==> config.mk <==
export PLATFORM = sky130hd
export DESIGN_NAME = reg_file_multi_port_flat
export DESIGN_NICKNAME = d
export VERILOG_FILES = /design/src/rtl/reg_file_multi_port_pkg.sv /design/src/rtl/reg_file_multi_port_if.sv /design/src/rtl/reg_file_multi_port_scoreboard.sv /design/src/rtl/reg_file_multi_port.sv /design/src/flat_wrapper.sv
export SDC_FILE = /design/constraint.sdc
export NUM_CORES = 1
export LEC_CHECK = 0
export CAP_MARGIN = 15
export CORE_MARGIN = 2
export CORE_UTILIZATION = 45
export DETAILED_ROUTE_END_ITERATION = 6
export GPL_TIMING_DRIVEN = 0
export PLACE_DENSITY_LB_ADDON = 0.08
export SYNTH_ARGS = -nofsm -noshare
export SYNTH_HDL_FRONTEND = slang
export SYNTH_SLANG_ARGS = --single-unit
==> constraint.sdc <==
create_clock -name clk -period 7.9 [get_ports clk]
set_clock_uncertainty 0.1 [all_clocks]
set_input_delay 0.79 -clock clk [delete_from_list [all_inputs] [get_ports clk]]
set_output_delay 0.79 -clock clk [all_outputs]
set_load 0.02 [all_outputs]
==> src/rtl/reg_file_multi_port_pkg.sv <==
// Shared processor types for the integer and FP register files.
package ProcessorTypes;

   localparam int unsigned XLEN_DEFAULT      = 32;
   localparam int unsigned REG_COUNT_DEFAULT = 32;

   typedef logic [XLEN_DEFAULT-1:0]               word_t;
   typedef logic [$clog2(REG_COUNT_DEFAULT)-1:0]  reg_addr_t;

   typedef enum logic {
      INIT,
      READY
   } reg_file_state_t;

endpackage

==> src/rtl/reg_file_multi_port_if.sv <==
// Register file bus: read, write and issue sides, plus the register file's own view.
interface reg_file_multi_port_if #(
   parameter int unsigned XLEN        = 32,
   parameter int unsigned REG_COUNT   = 32,
   parameter int unsigned READ_PORTS  = 2,
   parameter int unsigned WRITE_PORTS = 1
);
   localparam int unsigned AW = $clog2(REG_COUNT);

   logic [AW-1:0]          readAddr   [READ_PORTS];
   logic [XLEN-1:0]        readValue  [READ_PORTS];
   logic [READ_PORTS-1:0]  readBusy;

   logic [WRITE_PORTS-1:0] writeEnable;
   logic [AW-1:0]          writeAddr  [WRITE_PORTS];
   logic [XLEN-1:0]        writeValue [WRITE_PORTS];

   logic                   reserveEnable;
   logic [AW-1:0]          reserveAddr;

   modport readMaster  (output readAddr, input readValue, readBusy);
   modport writeMaster (output writeEnable, writeAddr, writeValue);
   modport issueMaster (output reserveEnable, reserveAddr);

   modport slave (
      input  readAddr, writeEnable, writeAddr, writeValue, reserveEnable, reserveAddr,
      output readValue, readBusy
   );
endinterface

==> src/rtl/reg_file_multi_port_scoreboard.sv <==
// Per-register busy bits; a reservation outranks a same-cycle clearing write.
module reg_scoreboard #(
   parameter int unsigned REG_COUNT   = 32,
   parameter int unsigned WRITE_PORTS = 1
) (
   input  logic                         clk,
   input  logic                         rstN,
   input  logic                         enable,
   input  logic                         reserveEnable,
   input  logic [$clog2(REG_COUNT)-1:0] reserveAddr,
   input  logic [WRITE_PORTS-1:0]       writeEnable,
   input  logic [$clog2(REG_COUNT)-1:0] writeAddr [WRITE_PORTS],
   output logic [REG_COUNT-1:0]         busy,
   output logic [REG_COUNT-1:0]         clearMask
);
   logic [REG_COUNT-1:0] setMask;
   logic [REG_COUNT-1:0] clearRaw;

   always_comb begin
      setMask  = '0;
      clearRaw = '0;
      if (enable) begin
         if (reserveEnable && reserveAddr != '0) begin
            setMask[reserveAddr] = 1'b1;
         end
         for (int unsigned p = 0; p < WRITE_PORTS; p++) begin
            if (writeEnable[p]) begin
               clearRaw[writeAddr[p]] = 1'b1;
            end
         end
      end
      clearMask = clearRaw & ~setMask;
   end

   always_ff @(posedge clk) begin
      if (!rstN) begin
         busy <= '0;
      end else begin
         busy <= (busy | setMask) & ~clearMask;
      end
   end
endmodule

==> src/rtl/reg_file_multi_port.sv <==
// N-read/M-write integer register file with optional bypass, busy scoreboard and post-reset zeroing.
module reg_file_multi_port
   import ProcessorTypes::*;
#(
   parameter int unsigned XLEN        = 32,
   parameter int unsigned REG_COUNT   = 32,
   parameter int unsigned READ_PORTS  = 2,
   parameter int unsigned WRITE_PORTS = 1,
   parameter int unsigned BYPASS      = 1
) (
   input  logic                  clk,
   input  logic                  rstN,
   reg_file_multi_port_if.slave  rf,
   output logic                  initDone
);
   localparam int unsigned AW = $clog2(REG_COUNT);

   reg_file_state_t      state, stateNext;
   logic [AW-1:0]        initCounter, counterNext;
   logic [XLEN-1:0]      regs [REG_COUNT];
   logic [REG_COUNT-1:0] busy;
   logic [REG_COUNT-1:0] clearMask;
   logic [AW-1:0]        wAddr [WRITE_PORTS];
   logic                 ready;

   assign ready    = (state == READY);
   assign initDone = ready;

   always_ff @(posedge clk) begin
      if (!rstN) begin
         state       <= INIT;
         initCounter <= '0;
      end else begin
         state       <= stateNext;
         initCounter <= counterNext;
      end
   end

   always_comb begin
      stateNext   = state;
      counterNext = initCounter;
      case (state)
         INIT: begin
            if (initCounter == AW'(REG_COUNT - 1)) begin
               stateNext = READY;
            end else begin
               counterNext = initCounter + AW'(1);
            end
         end
         READY:   stateNext = READY;
         default: stateNext = INIT;
      endcase
   end

   // Storage has no reset; INIT zeroes one entry per cycle instead.
   always_ff @(posedge clk) begin
      if (state == INIT) begin
         regs[initCounter] <= '0;
      end else if (rstN) begin
         for (int unsigned p = 0; p < WRITE_PORTS; p++) begin
            if (rf.writeEnable[p] && rf.writeAddr[p] != '0) begin
               regs[rf.writeAddr[p]] <= rf.writeValue[p];
            end
         end
      end
   end

   always_comb begin
      for (int unsigned p = 0; p < WRITE_PORTS; p++) begin
         wAddr[p] = rf.writeAddr[p];
      end
   end

   reg_scoreboard #(
      .REG_COUNT   (REG_COUNT),
      .WRITE_PORTS (WRITE_PORTS)
   ) scoreboard (
      .clk           (clk),
      .rstN          (rstN),
      .enable        (ready && rstN),
      .reserveEnable (rf.reserveEnable),
      .reserveAddr   (rf.reserveAddr),
      .writeEnable   (rf.writeEnable),
      .writeAddr     (wAddr),
      .busy          (busy),
      .clearMask     (clearMask)
   );

   // Ascending port scan so the highest-index matching writer wins the bypass.
   always_comb begin
      rf.readBusy = '0;
      for (int unsigned i = 0; i < READ_PORTS; i++) begin
         rf.readValue[i] = '0;
         if (ready && rf.readAddr[i] != '0) begin
            rf.readValue[i] = regs[rf.readAddr[i]];
            if (BYPASS != 0) begin
               for (int unsigned p = 0; p < WRITE_PORTS; p++) begin
                  if (rf.writeEnable[p] && rf.writeAddr[p] == rf.readAddr[i]) begin
                     rf.readValue[i] = rf.writeValue[p];
                  end
               end
            end
            rf.readBusy[i] = busy[rf.readAddr[i]] & ~((BYPASS != 0) && clearMask[rf.readAddr[i]]);
         end
      end
   end
endmodule

==> src/flat_wrapper.sv <==
// flat-port wrapper written by rule: the top's interface ports become plain ports
module reg_file_multi_port_flat import ProcessorTypes::*;
#(
   parameter int unsigned XLEN        = 32,
   parameter int unsigned REG_COUNT   = 32,
   parameter int unsigned READ_PORTS  = 2,
   parameter int unsigned WRITE_PORTS = 1,
   parameter int unsigned BYPASS      = 1
)
  (clk, rstN, initDone, rf_readAddr, rf_writeEnable, rf_writeAddr, rf_writeValue, rf_reserveEnable, rf_reserveAddr, rf_readValue, rf_readBusy);
  reg_file_multi_port_if #(.XLEN(XLEN), .REG_COUNT(REG_COUNT), .READ_PORTS(READ_PORTS), .WRITE_PORTS(WRITE_PORTS)) rf_i ();
  input  logic clk;
  input  logic rstN;
  output logic initDone;
  input wire logic [$bits(rf_i.readAddr)-1:0] rf_readAddr;
  input wire logic [$bits(rf_i.writeEnable)-1:0] rf_writeEnable;
  input wire logic [$bits(rf_i.writeAddr)-1:0] rf_writeAddr;
  input wire logic [$bits(rf_i.writeValue)-1:0] rf_writeValue;
  input wire logic [$bits(rf_i.reserveEnable)-1:0] rf_reserveEnable;
  input wire logic [$bits(rf_i.reserveAddr)-1:0] rf_reserveAddr;
  output wire logic [$bits(rf_i.readValue)-1:0] rf_readValue;
  output wire logic [$bits(rf_i.readBusy)-1:0] rf_readBusy;
  assign rf_i.readAddr = {>>{rf_readAddr}};
  assign rf_i.writeEnable = rf_writeEnable;
  assign rf_i.writeAddr = {>>{rf_writeAddr}};
  assign rf_i.writeValue = {>>{rf_writeValue}};
  assign rf_i.reserveEnable = rf_reserveEnable;
  assign rf_i.reserveAddr = rf_reserveAddr;
  assign rf_readValue = {>>{rf_i.readValue}};
  assign rf_readBusy = rf_i.readBusy;
  reg_file_multi_port #(.XLEN(XLEN), .REG_COUNT(REG_COUNT), .READ_PORTS(READ_PORTS), .WRITE_PORTS(WRITE_PORTS), .BYPASS(BYPASS)) u_core (.clk(clk), .rstN(rstN), .rf(rf_i), .initDone(initDone));
endmodule
==> impl_metrics.yaml <==
hold_path:
  hp-class: "flop to flop"
yosys:
  synth_async_sr_flop_share_pct: 0
  ys_seq_area_share_pct: 60.88
  synth_edf_count: 1024
  ys_ff_latch: 1062
  synth_nets: 3052
  syn-cell-area_mm2: 0.05176
  yosysTopAreaCell: "edfxtp_1"
  yosysWarnings: 0
  synthFlopType: "edfxtp_1"
  netlist.area_leader.share_pct: 59.41
  synthTopCellsByArea: "edfxtp_1 (59%), mux4_2 (20%), mux2i_1 (5.7%)"
  synth.avg_cell_area_um2: 17.29
  synth_cells: 2994
  ys_types: 67
pwr:
  p_per_area_mw_per_mm2: 209.9
  p_leak_nw: 18.68
  vdd_drop_max_v: 0.0001979
  total_power_w: 0.01261
timing:
  drv_slew: 0
  max_freq_ghz: 0.1406
  slew_headroom_pct: 10.54
  timing.final.ws_setup_ns: 0.7853
  rsz0062_at_grt: "false"
  worstMarginPinSlew_ns: 1.342
  finalCritPeriodShare_pct: 90.06
  finalHoldViolCount: 0
  holdWs_ns: 0.3970
  min_period_ns: 7.115
  setup_violations: 0
cts:
  cts.sinks: 1062
  cts_resized: 0
  clkLatencyLatePin_ns: 0.71
  cts_root_buf: "clkbuf_16"
  hold_buffers: 0
  cts_tree: "built"
  cts_buffers: 116
  clkTransAtPathRegs_ns: 0.06
  h-tree-depth: 3
  post_cts_buffers: 0
  clk_path_buf_depth: 3
placement:
  post_dp_cell_area_mm2: 0.05623
  dp_slack_ns: 1.177
  gp_congestion: 0.9098
  io_buffers: 108
  place_inst: 4678
  dp_hpwl_mm: 144.5
global_route:
  overflow: 0
  grt_use_total_pct: 34.85
  grt_max_degree: 33
  grt_pass1_vias: 33990
  grt_pass1_wl_mm: 277.7
  antenna_found_initial: 3
status:
  violations: "design-rule violations"
  status: "complete, but fails checks"
final_layout:
  layout_commonest_cell: "edfxtp_1"
  nets: 3349
  drive_above_1_share_pct: 25.80
  ff_latch_area_mm2: 0.03151
  syn_to_final_growth_pct: 16.02
  instances_no_fill: 4901
  layout_common_cells: "edfxtp_1 (1024), mux4_2 (467), mux2i_1 (293), a221oi_1 (131), clkbuf_1 (128)"
  multiInputGateArea_mm2: 0.01925
  layout.filler_cells: 9212
  final_area_mm2: 0.06005
routing:
  drc: 26
  postRouteAntennaNets: 0
  drt_iter0_markers: 5035
  viasPerCell: 7.077
  drt_pass1_iterations: 7
  detail_route.wirelength_mm: 205.5
  avgRoutedWirePerCell_um: 41.92
  dr_total_vias: 34690
critical_path:
  crit_type: "primary input to output pin"
  cp_max_fo: 10
  endpoint_kind: "output pin"
  cp.arrival_ns: 6.22
  critPathLaunchType: "primary input"
  required_ns: 7.01
die:
  core_mm2: 0.1142
  floorplan.initialDensity_pct: 45.33
  num_rows: 124
  die_w_um: 343.1
  die_area_mm2: 0.1177
  die_y_um: 343.1
  io_pins: 123
flow_run:
  drv_cap: 0
-- per-layer routing --
metal | track usage [%] | up-vias | share of wire (%)
met2 | 53.78 | 2310 | 46
met3 | 9.325 | 507 | 11
met1 | 45.92 | 18480 | 38
li1 | - | 13380 | -
met5 | 0 | - | 0.015
met4 | 17.21 | 4 | 5.6
-- metrics by stage --
step,setup TNS [ns],util (%)
after floorplan,0,-
after global placement,-85.90,47.93
after detailed placement,0,49.24
after CTS,0,52.45
after global routing,0,52.58
final,0,52.59
-- where the power goes --
group	total, W	switching [W]	internal [W]
sequential	0.00618	0.0000264	0.00615
clock	0.00532	0.00228	0.00304
combinational	0.00111	0.000727	0.000382
total	0.0126	0.00303	0.00957
-- final timing paths --
path	from	endpoint	slack, ns	depth (start not counted)
max	rf_readAddr[5]	rf_readValue[45]	0.79	10
max reg2reg	u_core.initDone$_SDFF_PN0_	u_core.regs[25][14]$_DFFE_PP_	3.05	7
min	u_core.scoreboard.busy[27]$_SDFF_PN0_	u_core.scoreboard.busy[27]$_SDFF_PN0_	0.40	2
min reg2reg	u_core.scoreboard.busy[27]$_SDFF_PN0_	u_core.scoreboard.busy[27]$_SDFF_PN0_	0.40	2
-- worst max-delay path, stage by stage --
cell,delay (ns)
clkdlybuf4s50_1,0.58
buf_4,0.31
buf_2,0.58
buf_4,0.45
xnor2_1,0.17
nand3_1,0.59
nand2_1,0.71
buf_1,0.99
o22ai_1,0.34
clkdlybuf4s50_1,0.63
-- logic make-up after synthesis --
kind of cell    share of synthesized area (%)
fa+ha+maj                             0.04834
flops                                   60.88
mux                                     26.10
xor+xnor                               0.2031
buf+inv                                 2.381
simple gates                            4.035
compound gates                          6.355
-- registers in the layout (all words and copies together), names as in the netlist --
register and flops:
u_core.regs 1024, u_core.scoreboard.busy 32, u_core.initCounter 5, u_core.initDone 1
-- layout make-up --
cell class,instances,area share (%)
Sequential cell,1062,52.48
Inverter,8,0.05001
Clock inverter,74,0.9752
Clock buffer,140,5.126
Timing Repair Buffer,179,4.130
Multi-Input combinational cell,1663,32.07
Buffer,261,2.019
Antenna cell,2,0.008335
Tap cell,1512,3.151
-- synthesized netlist by cell type, types with 3 or more instances --
cell type / instances
edfxtp_1: 1024
mux4_2: 467
mux2i_1: 293
a221oi_1: 131
nand2_1: 122
clkbuf_1: 116
nor2_1: 107
o21ai_0: 97
buf_2: 91
nand3_1: 80
a22oi_1: 64
dfxtp_1: 38
and2_1: 36
o22ai_1: 36
a211oi_1: 34
a21oi_1: 33
buf_1: 29
buf_4: 21
o2111ai_1: 17
or2_2: 14
nand4_1: 10
o31ai_1: 10
nand2b_1: 9
o211ai_1: 9
xor2_1: 9
nor2b_1: 6
nor3_1: 6
nor4_1: 6
and4_1: 5
inv_1: 5
mux2_2: 5
nand4b_1: 5
a2111oi_0: 4
buf_6: 4
nand4bb_1: 4
nor4bb_1: 3
o211a_1: 3
xnor2_1: 3
Power figures use the tool's default switching activity.
